--- src/rtl/repeat_seq_ctrl.sv ---
// rtl/repeat_seq_ctrl.sv - hold-and-step count generator with start/busy/done control and valid/ready output
// Optional REPEAT_WRAP_EN adds a loop input that restarts the sequence instead of finishing.
module repeat_seq_ctrl #(
  parameter int VW = 4,
  parameter int RW = 4
) (
  input  logic          clk,
  input  logic          rst,
  input  logic          start,
  input  logic          abort,
  input  logic [RW-1:0] rep_cfg,
  input  logic [VW-1:0] last_cfg,
  input  logic          out_ready,
`ifdef REPEAT_WRAP_EN
  input  logic          loop,
`endif
  output logic [VW-1:0] cnt,
  output logic          out_valid,
  output logic          busy,
  output logic          done
);

  typedef enum logic [1:0] {S_IDLE, S_RUN, S_DONE} state_t;

  localparam logic [VW-1:0] V_ONE = VW'(1);
  localparam logic [RW:0]   R_ONE = (RW+1)'(1);

  state_t        state_q, state_d;
  logic [VW-1:0] cnt_q, cnt_d;
  logic [VW-1:0] last_q, last_d;
  // One extra bit so a hold count of 2^RW-1 compares cleanly without wrap.
  logic [RW:0]   icnt_q, icnt_d;
  logic [RW:0]   rep_q, rep_d;
  logic          busy_q, done_q;
  logic          beat;

  always_comb begin
    state_d = state_q;
    cnt_d   = cnt_q;
    icnt_d  = icnt_q;
    rep_d   = rep_q;
    last_d  = last_q;
    beat    = (state_q == S_RUN) && out_ready;
    case (state_q)
      S_RUN: begin
        if (abort) begin
          state_d = S_IDLE;
          cnt_d   = '0;
          icnt_d  = R_ONE;
        end else if (beat) begin
          if (icnt_q != rep_q) begin
            icnt_d = icnt_q + R_ONE;
          end else begin
            icnt_d = R_ONE;
            if (cnt_q != last_q) begin
              cnt_d = cnt_q + V_ONE;
            end else begin
              cnt_d = '0;
`ifdef REPEAT_WRAP_EN
              if (!loop) state_d = S_DONE;
`else
              state_d = S_DONE;
`endif
            end
          end
        end
      end
      default: begin
        state_d = S_IDLE;
        if (start && !abort) begin
          state_d = S_RUN;
          rep_d   = (rep_cfg == '0) ? R_ONE : {1'b0, rep_cfg};
          last_d  = last_cfg;
          cnt_d   = '0;
          icnt_d  = R_ONE;
        end
      end
    endcase
  end

  always_ff @(posedge clk) begin
    if (rst) begin
      state_q <= S_IDLE;
      cnt_q   <= '0;
      icnt_q  <= R_ONE;
      rep_q   <= R_ONE;
      last_q  <= '0;
      busy_q  <= 1'b0;
      done_q  <= 1'b0;
    end else begin
      state_q <= state_d;
      cnt_q   <= cnt_d;
      icnt_q  <= icnt_d;
      rep_q   <= rep_d;
      last_q  <= last_d;
      busy_q  <= (state_d == S_RUN);
      done_q  <= (state_d == S_DONE);
    end
  end

  assign cnt       = cnt_q;
  assign out_valid = busy_q;
  assign busy      = busy_q;
  assign done      = done_q;

endmodule

--- config.mk ---
export PLATFORM = sky130hd
export DESIGN_NAME = repeat_seq_ctrl
export DESIGN_NICKNAME = d
export VERILOG_FILES = /design/src/rtl/repeat_seq_ctrl.sv
export SDC_FILE = /design/constraint.sdc
export NUM_CORES = 1
export LEC_CHECK = 0
export ABC_AREA = 1
export CORE_UTILIZATION = 45
export CTS_CLUSTER_SIZE = 12
export DETAILED_ROUTE_END_ITERATION = 8
export GPL_TIMING_DRIVEN = 0
export PLACE_DENSITY = 0.8
export SYNTH_ARGS = -nofsm -noshare
export SYNTH_HDL_FRONTEND = slang
export SYNTH_SLANG_ARGS = --single-unit
--- constraint.sdc ---
create_clock -name clk -period 1.26 [get_ports clk]
set_input_delay 0.315 -clock clk [delete_from_list [all_inputs] [get_ports clk]]
set_output_delay 0.315 -clock clk [all_outputs]
set_load 0.05 [all_outputs]
==> flow_summary.yaml <==
timing:
  rsz0062_at_grt: "true"
  finClkSkew_ps: 11.41
  setup_viol: 0
  finalCriticalPeriod_ps: 1255
  fmax_ghz: 0.7970
  slew_viol_final: 0
  finalSetupTns_ps: 0
  relSlewSlack: 0.8435
  worstMarginPinSlew_ps: 232.6
  layout_worst_path_cycle_share: 0.9958
  hold_ws_ps: 484.3
  worst_slack_ps: 5.292
  hold_viol_final: 0
finish:
  drive_gt1_frac: 0.3443
  stdcell_area_mm2: 0.001464
  final_nets: 199
  area_delta_synth_final_pct: 37.81
  diodes: 0
  mostFrequentLayoutCell: "nand2_1"
  finalCoreUtilization: 0.6618
  final_cell_mix: "30 x nand2_1, 16 x inv_1, 13 x nor2_1, 13 x dfxtp_1"
min_path:
  hp-start: "last_q[0]"
  whs_path_depth: 2
  hold_path.class: "flip-flop to flip-flop"
  hold_path_end: "last_q[0]"
placement:
  port_buffers: 19
  pre_cts_ws_ps: -430.1
  routabilityCongestion: 0.8100
  place_hpwl_um: 1629
  place_area_mm2: 0.001300
drt:
  wl_per_cell_um: 12.06
  routed_wl_um: 2545
  via_per_inst: 5.047
  drtAntennaViolNets: 0
  dr.pass1.iters: 4
  drtIter0Drc: 20
  drc: 0
  num_vias: 1065
clocking:
  cts.sinks: 21
  clk_latency_ps: 320
  htreeDepth: 1
  path_clk_slew_ps: 120
  clk_path_buf_depth: 2
  cts-root-buf: "clkbuf_4"
  cts_buffers: 3
  cts_hold_buf: 0
  cts_tree: "done"
critical_path:
  cp_slowest_cell: "dfxtp_2"
  path_class: "flip-flop to flip-flop"
  cp-end-kind: "flip-flop"
  crit_arrival_ps: 1450
  reg2reg_slack_ps: 5
  cp_slowest_stage_delay_ps: 340
  reg2reg_from: "state_q[0]"
  path_cells: "inv_2 -> nor2_4 -> inv_2 -> nor2_4 -> nand2_4 -> nand2_8 -> buf_4 -> nand4_1"
  startpoint_type: "flip-flop"
  reg2reg_depth: 8
  cp.required_ps: 1460
  reg2reg_to: "icnt_q[0]"
  cp_max_fo: 8
logic_synthesis:
  netlist_instances: 152
  syn_area_mm2: 0.001062
  ys_warn_count: 0
  synth.net_count: 167
  synth.distinct_cells: 24
  synth-seq-area-share: 0.3958
  ys_ff_latch: 21
  syn_avg_cell_area_um2: 6.989
die:
  start_util: 0.4802
  die_w_um: 50.59
  core_area_mm2: 0.002212
  fp.dieH_um: 50.59
  dieArea_mm2: 0.002559
  rows: 17
  ios: 20
global_routing:
  grt_pass1_wl_um: 3822
  antenna_found_initial: 0
  grt_max_degree: 13
  grt_pass1_vias: 926
  grt_usage: 0.2009
  grt-ovfl-total: 0
power:
  peakVddDrop_v: 0.0007139
  p_leak_nw: 0.6677
  power.density_mw_per_mm2: 1004
job:
  drv_cap: 0
outcome:
  outcome: "completed"
## per-layer routing
metal	wire length [um]	vias to the layer above	GRT usage
li1	-	539	-
met1	1092	495	0.2463
met2	1291	24	0.3200
met3	92	7	0.03939
met4	69	0	0.1250
met5	0	-	0
## worst max path at each step
stage,startpoint,to,depth (start not counted)
final,state_q[0],icnt_q[0],8
after detailed placement,abort,last_q[2],6
after CTS,icnt_q[0],cnt[1],9
after floorplan,cnt[2],busy,9
after global placement,abort,cnt[1],7
after global routing,cnt[2],busy,9
## synth_stat cells
| master | n | share of area |
|---|---|---|
| inv_2 | 3 | 0.011 |
| nor4_1 | 1 | 0.0059 |
| nor2_1 | 15 | 0.053 |
| buf_4 | 1 | 0.0071 |
| xnor2_1 | 1 | 0.0082 |
| buf_2 | 2 | 0.0094 |
| dfxtp_1 | 21 | 0.40 |
| inv_1 | 21 | 0.074 |
| nand2_2 | 2 | 0.012 |
| nor3_1 | 2 | 0.0094 |
| ha_1 | 2 | 0.024 |
| o211ai_1 | 1 | 0.0071 |
| nor3_2 | 1 | 0.0094 |
| o21ai_0 | 8 | 0.038 |
| nand3_1 | 4 | 0.019 |
| nand3_2 | 2 | 0.019 |
| nand2_1 | 41 | 0.14 |
| a21oi_1 | 13 | 0.061 |
| and3_1 | 1 | 0.0059 |
| nor2_4 | 2 | 0.021 |
| nor2_2 | 1 | 0.0059 |
| nand4_1 | 1 | 0.0059 |
| xor2_1 | 4 | 0.033 |
| nand2_4 | 2 | 0.021 |
## layout make-up
| type | count | area (um^2) |
|---|---|---|
| fillers | 187 | 748.2 |
| multi-input cells | 105 | 619.3 |
| clock inverters | 1 | 5.005 |
| repair buffers | 26 | 229.0 |
| flip-flops and latches | 21 | 440.4 |
| well taps | 28 | 35.03 |
| inverters | 24 | 90.09 |
| plain buffers | 3 | 22.52 |
| clock buffers | 3 | 22.52 |
## what timing repair did
item                                    CTS  global route
buffers inserted                          0             7
resized for setup                        44            34
pin swaps                                 1            12
gates cloned                              0             1
endpoints found under the hold margin     0             0
endpoints found under the setup margin   17            19
## where the power goes
| group | internal [mW] | switching, mW |
|---|---|---|
| sequential | 0.701 | 0.0289 |
| clock | 0.119 | 0.213 |
| combinational | 0.163 | 0.243 |
| total | 0.984 | 0.486 |
## cells by family after synthesis
| kind of cell | after synthesis | share of synthesized area |
|---|---|---|
| fa+ha+maj | 2 | 0.02355 |
| flops | 21 | 0.3958 |
| compound gates | 22 | 0.1060 |
| simple gates | 75 | 0.3322 |
| buf+inv | 27 | 0.1013 |
| xor+xnor | 5 | 0.04122 |
## worst max-delay path: cells and delay by family (launching register included)
kind	cells	cell delay, ps
flops	1	340
simple gates	5	560
buf+inv	3	230
## metrics by stage
step | total power [mW] | instances
after global placement | 1.053 | 199
after detailed placement | 1.064 | 199
after floorplan | 0.9582 | 152
final | 1.469 | 211
after global routing | 1.556 | 211
after CTS | 1.392 | 203
## flip-flops by register name, indices dropped and copies added (netlist names)
register	flops
state_q	2
rep_q	4
done	1
busy	1
cnt	4
icnt_q	5
last_q	4
Note: power is estimated with default switching activity, not from simulation.
